## src/rtl/dac_spi_driver.sv

```systemverilog
// SPI DAC output stage: converts signed demands to offset-binary codes and ships 24-bit frames.
// Optional slew limiting of the code step per frame is enabled with `define SLEW_LIMIT_EN.
module dac_spi_driver #(
    parameter int          CLK_DIV  = 4,
    parameter logic [3:0]  CMD      = 4'b0011,
    parameter logic [3:0]  ADDR     = 4'b0000,
    parameter int          MAX_STEP = 64
) (
    input  logic        clk,
    input  logic        rst,
    input  logic [15:0] u_in,
    input  logic        u_valid,
    output logic        u_ready,
    input  logic        guardian_in,
    output logic        dac_sclk,
    output logic        dac_cs_n,
    output logic        dac_mosi,
    output logic        dac_ldac_n,
    output logic        busy,
    output logic [15:0] frame_cnt,
    output logic        overrun
);

    localparam int DIV_W = (CLK_DIV > 1) ? $clog2(CLK_DIV) : 1;

    typedef enum logic [2:0] {
        S_IDLE, S_LOAD, S_CS_SETUP, S_SHIFT, S_CS_HOLD, S_LDAC
    } state_t;

    state_t             r_state, w_state_nxt;
    logic [DIV_W-1:0]   r_div, w_div_nxt;
    logic [4:0]         r_bit, w_bit_nxt;
    logic [15:0]        r_u_in;
    logic               r_guard;
    logic [23:0]        r_frame;
    logic [15:0]        r_last_code;
    logic               r_sclk, r_cs_n, r_mosi, r_ldac_n, r_ready, r_overrun;
    logic [15:0]        r_frame_cnt;
    logic               w_sclk_nxt, w_cs_n_nxt, w_mosi_nxt, w_ldac_n_nxt, w_ready_nxt;
    logic               w_cnt_inc, w_div_last;
    logic [15:0]        w_code, w_sent;
    logic [23:0]        w_frame_new;

    assign w_code      = {~r_u_in[15], r_u_in[14:0]};
    assign w_frame_new = {CMD, ADDR, w_sent};
    assign w_div_last  = (r_div == DIV_W'(CLK_DIV - 1));

`ifdef SLEW_LIMIT_EN
    logic signed [16:0] w_delta, w_delta_lim;
    assign w_delta = $signed({1'b0, w_code}) - $signed({1'b0, r_last_code});

    // Guardian bypasses the clamp so emergency demands reach the DAC immediately.
    always_comb begin
        w_delta_lim = w_delta;
        if (!r_guard) begin
            if (w_delta > $signed(17'(MAX_STEP)))
                w_delta_lim = $signed(17'(MAX_STEP));
            else if (w_delta < -$signed(17'(MAX_STEP)))
                w_delta_lim = -$signed(17'(MAX_STEP));
        end
    end
    assign w_sent = r_last_code + w_delta_lim[15:0];
`else
    logic w_unused_nc;
    assign w_unused_nc = ^{r_guard, r_last_code};
    assign w_sent      = w_code;
`endif

    always_comb begin
        w_state_nxt  = r_state;
        w_div_nxt    = r_div;
        w_bit_nxt    = r_bit;
        w_sclk_nxt   = r_sclk;
        w_cs_n_nxt   = r_cs_n;
        w_mosi_nxt   = r_mosi;
        w_ldac_n_nxt = r_ldac_n;
        w_ready_nxt  = r_ready;
        w_cnt_inc    = 1'b0;
        case (r_state)
            S_IDLE: begin
                w_ready_nxt = 1'b1;
                if (u_valid) begin
                    w_state_nxt = S_LOAD;
                    w_ready_nxt = 1'b0;
                end
            end
            S_LOAD: begin
                w_state_nxt = S_CS_SETUP;
                w_div_nxt   = '0;
                w_cs_n_nxt  = 1'b0;
                w_sclk_nxt  = 1'b0;
                w_mosi_nxt  = w_frame_new[23];
            end
            S_CS_SETUP: begin
                w_div_nxt = r_div + 1'b1;
                if (w_div_last) begin
                    w_state_nxt = S_SHIFT;
                    w_div_nxt   = '0;
                    w_bit_nxt   = 5'd23;
                end
            end
            S_SHIFT: begin
                w_div_nxt = r_div + 1'b1;
                if (w_div_last) begin
                    w_div_nxt = '0;
                    if (!r_sclk) begin
                        w_sclk_nxt = 1'b1;
                    end else if (r_bit == 5'd0) begin
                        w_state_nxt = S_CS_HOLD;
                        w_sclk_nxt  = 1'b0;
                    end else begin
                        // Data moves on the falling edge so it is stable across the DAC's rising-edge sample.
                        w_sclk_nxt = 1'b0;
                        w_bit_nxt  = r_bit - 5'd1;
                        w_mosi_nxt = r_frame[r_bit - 5'd1];
                    end
                end
            end
            S_CS_HOLD: begin
                w_div_nxt = r_div + 1'b1;
                if (w_div_last) begin
                    w_state_nxt  = S_LDAC;
                    w_div_nxt    = '0;
                    w_cs_n_nxt   = 1'b1;
                    w_ldac_n_nxt = 1'b0;
                end
            end
            S_LDAC: begin
                w_div_nxt = r_div + 1'b1;
                if (w_div_last) begin
                    w_state_nxt  = S_IDLE;
                    w_div_nxt    = '0;
                    w_ldac_n_nxt = 1'b1;
                    w_ready_nxt  = 1'b1;
                    w_cnt_inc    = 1'b1;
                end
            end
            default: w_state_nxt = S_IDLE;
        endcase
    end

    always_ff @(posedge clk) begin
        if (rst) begin
            r_state     <= S_IDLE;
            r_div       <= '0;
            r_bit       <= '0;
            r_u_in      <= '0;
            r_guard     <= 1'b0;
            r_frame     <= '0;
            r_last_code <= 16'h8000;
            r_sclk      <= 1'b0;
            r_cs_n      <= 1'b1;
            r_mosi      <= 1'b0;
            r_ldac_n    <= 1'b1;
            r_ready     <= 1'b1;
            r_frame_cnt <= '0;
            r_overrun   <= 1'b0;
        end else begin
            r_state  <= w_state_nxt;
            r_div    <= w_div_nxt;
            r_bit    <= w_bit_nxt;
            r_sclk   <= w_sclk_nxt;
            r_cs_n   <= w_cs_n_nxt;
            r_mosi   <= w_mosi_nxt;
            r_ldac_n <= w_ldac_n_nxt;
            r_ready  <= w_ready_nxt;
            if (r_state == S_IDLE && u_valid) begin
                r_u_in  <= u_in;
                r_guard <= guardian_in;
            end
            if (r_state == S_LOAD) begin
                r_frame     <= w_frame_new;
                r_last_code <= w_sent;
            end
            if (w_cnt_inc)
                r_frame_cnt <= r_frame_cnt + 16'd1;
            if (u_valid && !r_ready)
                r_overrun <= 1'b1;
        end
    end

    assign u_ready    = r_ready;
    assign busy       = ~r_ready;
    assign dac_sclk   = r_sclk;
    assign dac_cs_n   = r_cs_n;
    assign dac_mosi   = r_mosi;
    assign dac_ldac_n = r_ldac_n;
    assign frame_cnt  = r_frame_cnt;
    assign overrun    = r_overrun;

endmodule
```

## config.mk

```make
export PLATFORM = sky130hd
export DESIGN_NAME = dac_spi_driver
export DESIGN_NICKNAME = d
export VERILOG_FILES = /design/src/rtl/dac_spi_driver.sv
export SDC_FILE = /design/constraint.sdc
export NUM_CORES = 1
export LEC_CHECK = 0
export ABC_AREA = 1
export ABC_CLOCK_PERIOD_IN_PS = 3200
export CORE_UTILIZATION = 63
export DETAILED_ROUTE_END_ITERATION = 6
export DONT_BUFFER_PORTS = 1
export MAX_ROUTING_LAYER = met4
export PLACE_DENSITY = 0.79
export RECOVER_POWER = 100
export SYNTH_ARGS = -nofsm -noshare
export SYNTH_HDL_FRONTEND = slang
export SYNTH_SLANG_ARGS = --single-unit
```

## constraint.sdc

```tcl
create_clock -name clk -period 3.2 [get_ports clk]
set_clock_uncertainty 0.15 [all_clocks]
set_input_delay 0.8 -clock clk [delete_from_list [all_inputs] [get_ports clk]]
set_output_delay 0.8 -clock clk [all_outputs]
set_load 0.005 [all_outputs]
```

# ---- Word level (Yosys, flattened, before mapping)
# Index checks and enable logic that the tools add are counted.
dict set report classes {
  n_addsub 3
  mul 0
  n_div 0
  n_lt_le_gt_ge 1
  n_eq_ne 14
  n_shift 0
  n_mux 32
  bitwise 2
  n_reduce_logical 19
}
# operator count
set op_table {}
lappend op_table {{$mux W3} 7}
lappend op_table {{$mux W5} 4}
lappend op_table {{$pmux W3 S6} 1}
lappend op_table {{$add A16 B1 Y16 const B} 1}
lappend op_table {{$ne A2 B2 Y1 const B} 8}
lappend op_table {{$reduce_bool A2 Y1} 6}
lappend op_table {{$mux W1} 11}
lappend op_table {{$pmux W1 S2} 5}
lappend op_table {{$pmux W5 S2} 1}
lappend op_table {{$reduce_and A7 Y1} 1}
lappend op_table {{$eq A3 B2 Y1 const B} 2}
lappend op_table {{$eq A3 B3 Y1 const B} 2}
lappend op_table {{$lt A5 B6 Y1 const B} 1}
lappend op_table {{$reduce_and A2 Y1} 3}
lappend op_table {{$bmux W1 S5} 1}
lappend op_table {{$logic_not A5 Y1} 1}
lappend op_table {{$reduce_and A5 Y1} 1}
lappend op_table {{$sub A5 B1 Y5 const B} 1}
lappend op_table {{$pmux W2 S2} 1}
lappend op_table {{$reduce_and A4 Y1} 1}
lappend op_table {{$reduce_or A4 Y1} 1}
lappend op_table {{$eq A3 B1 Y1 const B} 1}
lappend op_table {{$logic_not A3 Y1} 1}
lappend op_table {{$reduce_and A3 Y1} 1}
lappend op_table {{other kinds (6)} 8}
dict set report totals {
  regBits 65
  latch_bits 0
  ramBits 0
  mem_bits_ro 0
  in_bits 20
  out_inout_bits 23
  word_cells 83
  memories 0
}

# ---- Depth between registers and ports, before layout
# Gate-level depths: netlist of the first run.
dict set report logic_depth {
  depth_word 7
  depth_mapped 14
}

# ---- Least setup slack after synthesis of the first run
# No wires, ideal clock.
dict set report synth_path {
  kind {register to register}
  startpoint {register r_bit[0]}
  endpoint {register r_bit[3]}
  arrival_time_ps 1592
  slack_ps 1329
  path_stages_with_launch 11
  path_buffers 2
  cell_sequence {dfxtp_1 > buf_2 > inv_1 > buf_2 > ha_1 > nand3b_1 > nor2_1 > nor3_2 > o21ai_1 > o21ai_0 > nor2_1}
}
dict set report synth_via {
  elab_chain_len 5
  word_cells_on_any_way 8
  cone_classes {add/sub: 1; eq/ne: 1; mux: 4; reduce/logical: 2}
}
# element line_no
set synth_lines {}
lappend synth_lines {{from (decl)} 32} ;# logic [4:0] r_bit, w_bit_nxt;
lappend synth_lines {{from (signal assigned)} 161} ;# r_bit <= w_bit_nxt;
lappend synth_lines {{$sub A5 B1 Y5} 114} ;# w_bit_nxt = r_bit - 5'd1;
lappend synth_lines {{$mux W5} 108} ;# end else if (r_bit == 5'd0) begin
lappend synth_lines {{$mux W5} 106} ;# if (!r_sclk) begin
lappend synth_lines {{$mux W5} 104} ;# if (w_div_last) begin
lappend synth_lines {{$pmux W5 S2} 79} ;# case (r_state)
# Parallel ways exist; a longest one is shown, timed or not. The select of a mux whose other input is x is not followed.
# A chain may end at the register's enable or synchronous reset.

# ---- Worst setup path after layout of the first run
# Ends and elaborated chain as after synthesis.

==> impl_metrics.ini, run 1 <==
[synthesis]
post-synth-top-count-cell = dfxtp_1
synth.distinct_cells = 34
synthCells = 404
synth_top_area_cell = dfxtp_1
yosys-top-cells-count = dfxtp_1, nand2_1, a21oi_1
synth_top_area_share_pct = 44.1
synth_edf_count = 0
ys_ff_latch = 65
syn-num-nets = 427
ys_seq_area_share_pct = 44.1
synthesis.area_um2 = 2950
ys.flop_type = dfxtp_1
post_synth.cell_area_avg_um2 = 7.31
synth_area_leaders = dfxtp_1, a21oi_1, o21ai_0, nand2_1, inv_1
synth-async-reset-ratio_pct = 0
ys_warn_count = 0

[worst_setup_path]
cp_max_fo = 13
r2r_end = r_bit[3]
ff2ff_setup_slack_ps = 740
ff2ff_path_depth = 8
path_buf_inv = 1
cp-end-kind = flip-flop
setup.worst_path.class = reg2reg
crit_arrival_ps = 2550
max_stage_delay_ps = 590
slowest_stage = nor3_1
startpoint_type = flip-flop
crit_family = simple AND/OR/NAND/NOR gates
crit_required_ps = 3280
cp_cell_sequence = inv_1 > ha_1 > nand3b_1 > nor2_1 > nor3_1 > o21ai_0 > o21ai_0 > nor2_1
r2r_start = r_bit[0]

[sta]
fin_crit_ps = 2460
timing.setup.tns_ps = 0
finalHoldViolations = 0
min_period_over_period_pct = 77.0
rsz0062_at_grt = false
max_freq_mhz = 406
max-slew-margin-rel_pct = 52.7
worst_slew_pin_slew_ps = 705
drv_slew = 0
finalSetupViolCount = 0

[floorplanning]
ios = 43
die_x_um = 70.4
rows = 24
die_area_um2 = 4960
start_util_pct = 66.9
die_h_um = 70.4
core_area_um2 = 4410

[drt]
initialDrtViolationCount = 128
num_vias = 2517
wl_per_cell_um = 12.8
vias_per_cell = 5.50
post-route-drc-count = 0
drtAntennaViolNets = 0
routed_wl_um = 5860
firstDrtPassIters = 4

[clock_tree]
cts.clk_slew.worst_paths_ps = 70
cts_max_path_buffers = 2
cts_max_level = 3
cts_made_buffers = 9
cts_sinks = 65
ctsHoldBuffers = 0
cts-root-buf = clkbuf_8
cts_resized = 0
postCtsSetupBuffers = 0
worstSkewPairLatency_ps = 330
cts_tree = built

[power]
p_per_area_nw_per_um2 = 863
vdd_ir_drop_max_uv = 506
leakage_nw = 1.18
report.power.total_mw = 2.65

[job]
max-cap-violations = 0

[hold_path]
holdPathStages = 1
hp-start = r_u_in[15]
min_path_type = reg2reg
worstHoldEndpoint = r_frame[15]

[placed_design]
dp.cells = 442
dp_hpwl_um = 4100
numPortBuffers = 0
routabilityCongestion = 0.836
placed_area_um2 = 2960

[finish]
antennaDiodeCount = 0
finalNonFillerCells = 458
synthToLayoutAreaGrowth_pct = 3.98
design_area_um2 = 3070
nNetsFinal = 424
drive_gt1_share_pct = 7.64

[global_routing]
grt_pass1_vias = 2335
grt_pass1_wl_um = 10100
grt_overflow = 0
grt.total_usage_pct = 26.4
grt_max_degree = 41
grt_antenna_before_repair = 0

[run_status]
outcome = finished, final reports clean
area by class of cell:
class                   instances  area (µm²)
fillers                       383        1350
multi-input cells             267        1310
flip-flops and latches         65        1300
inverters                      55         208
clock buffers                  10         128
well taps                      52        65.1
clock inverters                 6        35.0
repair buffers                  3        18.8
sequential cells by signal (all words and copies together) (netlist names):
name	flops
r_frame	17
dac_cs_n	1
overrun	1
frame_cnt	16
dac_sclk	1
u_ready	1
r_state	3
r_bit	5
dac_ldac_n	1
r_div	2
dac_mosi	1
r_u_in	16
power by group:
group	internal (mW)	total (mW)	switching, mW
combinational	0.311	0.904	0.593
sequential	1.02	1.16	0.135
clock	0.275	0.588	0.313
total	1.61	2.65	1.04
routing by layer:
layer | GRT usage [%] | wire length, µm | up-vias
met4 | 11.3 | 82 | 0
li1 | - | - | 1318
met5 | - | 0 | -
met3 | 6.64 | 202 | 8
met2 | 38.6 | 2540 | 51
met1 | 34.7 | 3030 | 1140
metrics by stage:
stage / hold WS (ps) / setup WS, ps / util (%)
2_1_floorplan: 256 / 1330 / -
3_3_place_gp: 268 / 1110 / 67.1
3_5_place_dp: 278 / 1030 / 67.1
4_1_cts: 288 / 1010 / 70.8
5_1_grt: 302 / 540 / 69.5
6_report: 295 / 735 / 69.5
cell usage in the layout, fill, tap and decap left out, drive strengths merged:
cell type	instances
nand2	69
inv	51
nand4	3
nand3b	1
xnor2	1
dfxtp	65
o22ai	2
ha	3
a22o	1
o21ai	52
clkinvlp	3
nor2	32
nor3b	1
nand3	28
nor3	14
a211oi	1
and3	1
a21oi	55
clkinv	7
xor2	3
buf	2
clkbuf	11
worst max path at each step:
stage | end | cells after the start | slack, ps | startpoint
floorplan | r_bit[3] | 10 | 1330 | r_bit[0]
global placement | r_bit[3] | 8 | 1110 | r_bit[0]
detailed placement | r_bit[3] | 8 | 1030 | r_bit[0]
CTS | r_bit[3] | 8 | 1010 | r_bit[0]
global route | r_state[2] | 9 | 540 | r_bit[0]
finish | r_bit[3] | 8 | 740 | r_bit[0]
cell families (layout without fill, tap and decap cells):
logic type	count (synthesis)	after routing	share of synthesized area [%]
buffers and inverters	72	74	9.66
DFF	65	65	44.1
and+or+nand+nor	149	149	24.5
xor gates and xnor gates	4	4	1.19
adders and majority gates	3	3	1.27
AOI/OAI and AO/OA	111	111	19.2
(Power assumes the default switching activity.)
==> run 2, diff against run 1 <==
--- a/config.mk
+++ b/config.mk
@@ -6,12 +6,12 @@
 export NUM_CORES = 1
 export LEC_CHECK = 0
 export ABC_AREA = 1
-export ABC_CLOCK_PERIOD_IN_PS = 3200
-export CORE_UTILIZATION = 63
+export ABC_CLOCK_PERIOD_IN_PS = 2000
+export CORE_UTILIZATION = 56
 export DETAILED_ROUTE_END_ITERATION = 6
 export DONT_BUFFER_PORTS = 1
 export MAX_ROUTING_LAYER = met4
-export PLACE_DENSITY = 0.79
+export PLACE_DENSITY = 0.74
 export RECOVER_POWER = 100
 export SYNTH_ARGS = -nofsm -noshare
 export SYNTH_HDL_FRONTEND = slang
==> constraint.sdc (replaced) <==
create_clock -name clk -period 2 [get_ports clk]
set_clock_uncertainty 0.15 [all_clocks]
set_input_delay 0.5 -clock clk [delete_from_list [all_inputs] [get_ports clk]]
set_output_delay 0.5 -clock clk [all_outputs]
set_load 0.005 [all_outputs]
==> run 2 against run 1 <==
Against the previous run:
- global-route usage fell by 1.9 points
- worst hold slack got worse by 240 ps
- final cell count rose by 5.5%
- wire length rose by 4.4%
- critical path depth fell by 2
- sequential power rose by 58%
- non-clock buffer count rose by 7
==> impl_metrics.ini, run 2 (same netlist as run 1, synthesis figures left out) <==
[run_status]
outcome = finished, final reports clean

[floorplanning]
core_area_um2 = 5110
rows = 26
die_h_um = 74.6
ios = 43
die_area_um2 = 5570
die_x_um = 74.6
start_util_pct = 57.8

[drt]
firstDrtPassIters = 5
initialDrtViolationCount = 162
wl_per_cell_um = 12.7
routed_wl_um = 6120
vias_per_cell = 5.40
drtAntennaViolNets = 0
num_vias = 2610
post-route-drc-count = 0

[power]
report.power.total_mw = 4.58
p_per_area_nw_per_um2 = 1410
leakage_nw = 1.27
vdd_ir_drop_max_uv = 742

[worst_setup_path]
slowest_stage = nor3_1
crit_arrival_ps = 1940
cp-end-kind = flip-flop
r2r_start = r_state[0]
cp_max_fo = 34
setup.worst_path.end = dac_mosi
crit_required_ps = 2090
r2r_end = dac_mosi
cp_cell_sequence = inv_2 > nor3_1 > buf_12 > o22ai_1 > nand2_1 > a21oi_2
startpoint_type = flip-flop
max_stage_delay_ps = 510
ff2ff_path_depth = 6
ff2ff_setup_slack_ps = 150
setup.worst_path.class = reg2reg
crit_start = r_state[0]

[sta]
min_period_over_period_pct = 92.5
drv_slew = 0
worst_slew_pin_slew_ps = 623
worst_slack_ps = 151
rsz0062_at_grt = false
max-slew-margin-rel_pct = 58.2
fin_crit_ps = 1850
timing.hold.ws_ps = 57.7
max_freq_mhz = 541
finalHoldViolations = 0
timing.setup.tns_ps = 0
finalSetupViolCount = 0

[placed_design]
pre_cts_slack_ps = 181
numPortBuffers = 0
routabilityCongestion = 0.850
dp_hpwl_um = 4130

[finish]
top_register = r_frame
largest_reg_flops = 17
nFillCells = 475
nNetsFinal = 431
regArea_um2 = 1300
drive_gt1_share_pct = 12.1
multiInputGateArea_um2 = 1350
antennaDiodeCount = 0
synthToLayoutAreaGrowth_pct = 10.2
layout_common_cells = nand2_1, dfxtp_1, a21oi_1, o21ai_0, inv_1

[clock_tree]
cts-root-buf = clkbuf_8
cts.clk_slew.worst_paths_ps = 70
ctsHoldBuffers = 0
cts_max_level = 3
cts_tree = built
cts_max_path_buffers = 2
cts_made_buffers = 9
cts_sinks = 65
worstSkewPairLatency_ps = 350

[global_routing]
grt_max_degree = 35
grt_pass1_vias = 2221
grtUsageMet3_pct = 8.67
grt_overflow = 0
grt.total_usage_pct = 24.6
grt_pass1_wl_um = 9840
busiest_layer = met2
grt_antenna_before_repair = 0
use_met1_pct = 30.0
grtUsageMet2_pct = 36.1

[hold_path]
min_path_type = in2reg

[job]
max-cap-violations = 0
run 2: repair_timing:
| action | CTS | global route |
|---|---|---|
| setup endpoints to repair | 0 | 1 |
| buffers inserted | 0 | 0 |
| gates resized for setup | 0 | 2 |
run 2: routing by layer:
metal  wire length, µm  vias up
met4               103        0
met1              2870     1189
met5                 0        -
met3               361        9
met2              2780       81
li1                  -     1331
run 2: how the worst min path moves through the flow:
stage / from / to / slack [ps] / depth (start not counted)
global route: rst / dac_mosi / 40 / 1
CTS: rst / dac_mosi / 50 / 1
global placement: r_u_in[15] / r_frame[15] / 270 / 1
finish: rst / dac_mosi / 60 / 1
floorplan: r_u_in[15] / r_frame[15] / 260 / 1
detailed placement: r_u_in[15] / r_frame[15] / 270 / 1
run 2: final cells by class:
class                   instances  area share (%)
flip-flops and latches         65            40.1
clock inverters                 5            1.89
multi-input cells             267            41.5
repair buffers                 10            2.81
inverters                      55            6.39
clock buffers                  11            4.66
well taps                      70            2.69
run 2: worst max-delay path, delay by kind of cell (launching register included):
kind	cells	cell delay, ps
and+or+nand+nor	2	590
DFF	1	470
buffers and inverters	2	390
AOI/OAI and AO/OA	2	150
run 2: power by group:
part,internal (mW),leakage (nW),switching [mW]
Combinational,0.564,0.623,1.00
Clock,0.652,0.110,0.535
Sequential,1.64,0.532,0.192
Total,2.85,1.27,1.73
run 2: metrics by stage:
step                      area [µm²]  std cells  utilization, %
after floorplan                 2950        404               -
after global placement          3060        467            59.9
after detailed placement        3060        467            59.9
after CTS                       3270        483            64.1
after global routing            3250        483            63.7
final                           3250        483            63.7
==> run 3, diff against run 2 <==
--- a/config.mk
+++ b/config.mk
@@ -13,6 +13,7 @@
 export MAX_ROUTING_LAYER = met4
 export PLACE_DENSITY = 0.74
 export RECOVER_POWER = 100
+export SETUP_SLACK_MARGIN = 0.4
 export SYNTH_ARGS = -nofsm -noshare
 export SYNTH_HDL_FRONTEND = slang
 export SYNTH_SLANG_ARGS = --single-unit
==> constraint.sdc (replaced) <==
create_clock -name clk -period 2 [get_ports clk]
set_clock_uncertainty 0.15 [all_clocks]
set_input_delay 0.5 -clock clk [delete_from_list [all_inputs] [get_ports clk]]
set_output_delay 0.5 -clock clk [all_outputs]
set_load 0.05 [all_outputs]
==> run 3 against run 2 <==
Against the previous run:
- critical path depth up 3
- critical path type unchanged
- worst hold slack lost 13 ps
- design area increased by 15%
- fmax up 5.2%
- register-to-register slack better by 90 ps
- clock power up 15%
- non-clock buffer count increased by 22
- critical endpoint is now frame_cnt[9]
- clock-buffer cell count down 1
==> impl_metrics.ini, run 3 (same netlist as run 1, synthesis figures left out) <==
[clock_tree]
worstSkewPairLatency_ps = 350
cts.clk_slew.worst_paths_ps = 80
cts-root-buf = clkbuf_8
cts_made_buffers = 9
cts_max_level = 3
cts_sinks = 65
cts_tree = built
ctsHoldBuffers = 0
cts_max_path_buffers = 2

[finish]
synthToLayoutAreaGrowth_pct = 26.4
nFillCells = 385
largest_reg_flops = 17
top_register = r_frame
final_common_cell = nand2_1
regArea_um2 = 1350
drive_gt1_share_pct = 30.8
layout_common_cells = nand2_1, a21oi_1, o21ai_0, inv_1, dfxtp_1
nNetsFinal = 453
antennaDiodeCount = 0
final_util_pct = 73.0
multiInputGateArea_um2 = 1520

[floorplanning]
start_util_pct = 57.8
ios = 43
core_area_um2 = 5110
die_h_um = 74.6
rows = 26
die_area_um2 = 5570
die_x_um = 74.6

[worst_setup_path]
slowest_stage = dfxtp_4
crit_family = simple AND/OR/NAND/NOR gates
cp_cell_sequence = ha_4 > inv_2 > nor2_4 > nand2_4 > nor2_1 > nand2_4 > nor2_4 > nand2_1 > and3_1
max_stage_delay_ps = 370
cp_max_fo = 4
r2r_start = r_div[0]
crit_arrival_ps = 1850
path_buf_inv = 1
ff2ff_setup_slack_ps = 240
crit_required_ps = 2090
ff2ff_path_depth = 9
cp-end-kind = flip-flop
startpoint_type = flip-flop
r2r_end = frame_cnt[9]
setup.worst_path.class = reg2reg

[drt]
num_vias = 2795
routed_wl_um = 7360
vias_per_cell = 5.53
drtAntennaViolNets = 0
initialDrtViolationCount = 204
firstDrtPassIters = 4
post-route-drc-count = 0
wl_per_cell_um = 14.6

[job]
max-cap-violations = 0

[sta]
fin_crit_ps = 1760
finalHoldViolations = 0
max-slew-margin-rel_pct = 57.3
drv_slew = 0
min_period_over_period_pct = 87.9
worst_slew_pin_slew_ps = 635
rsz0062_at_grt = true
max_freq_mhz = 569
finalSetupViolCount = 0
timing.hold.ws_ps = 44.7
timing.setup.tns_ps = 0

[hold_path]
worstHoldEndpoint = dac_mosi
min_path_type = in2reg
hp-start = rst
holdPathStages = 1

[placed_design]
dp_hpwl_um = 4320
routabilityCongestion = 0.826
numPortBuffers = 0

[global_routing]
grt_max_degree = 40
grt_overflow = 0
grt_pass1_vias = 2517
grt_pass1_wl_um = 10900
grt_antenna_before_repair = 0
grt.total_usage_pct = 26.8

[power]
vdd_ir_drop_max_uv = 905
p_per_area_nw_per_um2 = 1400
leakage_nw = 1.48

[run_status]
outcome = finished, final reports clean
==> run 3: power by group <==
part           internal, mW  switching [mW]
Sequential             1.66           0.311
Clock                 0.793           0.578
Combinational         0.699            1.19
Total                  3.15            2.07
==> run 3: layer usage <==
| layer | share of wire (%) | up-vias | global-route usage [%] |
|---|---|---|---|
| met4 | 3.0 | 0 | 10.3 |
| met2 | 47 | 79 | 40.2 |
| li1 | - | 1380 | - |
| met3 | 6.2 | 24 | 8.40 |
| met1 | 44 | 1312 | 33.6 |
| met5 | 0 | - | - |
==> run 3: layout make-up <==
| class | count | area share [%] |
|---|---|---|
| Inverter | 55 | 5.97 |
| Timing Repair Buffer | 32 | 8.08 |
| Clock buffer | 10 | 3.99 |
| Tap cell | 70 | 2.35 |
| Sequential cell | 65 | 36.2 |
| Multi-Input combinational cell | 267 | 40.8 |
| Clock inverter | 6 | 2.55 |
==> run 3: what timing repair did <==
item                                    4_1_cts  5_1_grt
setup buffers                                 6        3
pin swaps                                     6       21
endpoints found under the setup margin       26       26
resized for setup                            22       54
==> run 3: stage by stage <==
stage / setup slack [ps] / cells / cell area, µm² / total power, mW
2_1_floorplan: 319 / 404 / 3010 / 3.30
5_1_grt: 89.9 / 505 / 3730 / 5.57
3_3_place_gp: 211 / 480 / 3200 / 3.56
6_report: 243 / 505 / 3730 / 5.23
3_5_place_dp: 189 / 480 / 3200 / 3.62
4_1_cts: 236 / 502 / 3550 / 5.05
==> run 3: worst register-to-register path, stage by stage (launching register included) <==
cell	delay [ps]
dfxtp_4	370
ha_4	140
inv_2	40
nor2_4	190
nand2_4	60
nor2_1	230
nand2_4	110
nor2_4	130
nand2_1	50
and3_1	160
==> run 3: how the worst max path moves through the flow <==
stage	slack [ps]	startpoint	depth (start not counted)	to
global placement	210	r_state[2]	8	frame_cnt[9]
CTS	240	u_ready	1	busy
detailed placement	190	r_state[2]	8	frame_cnt[9]
floorplan	320	r_bit[0]	11	r_state[2]
finish	240	r_div[0]	9	frame_cnt[9]
global route	90	r_state[2]	5	r_u_in[0]
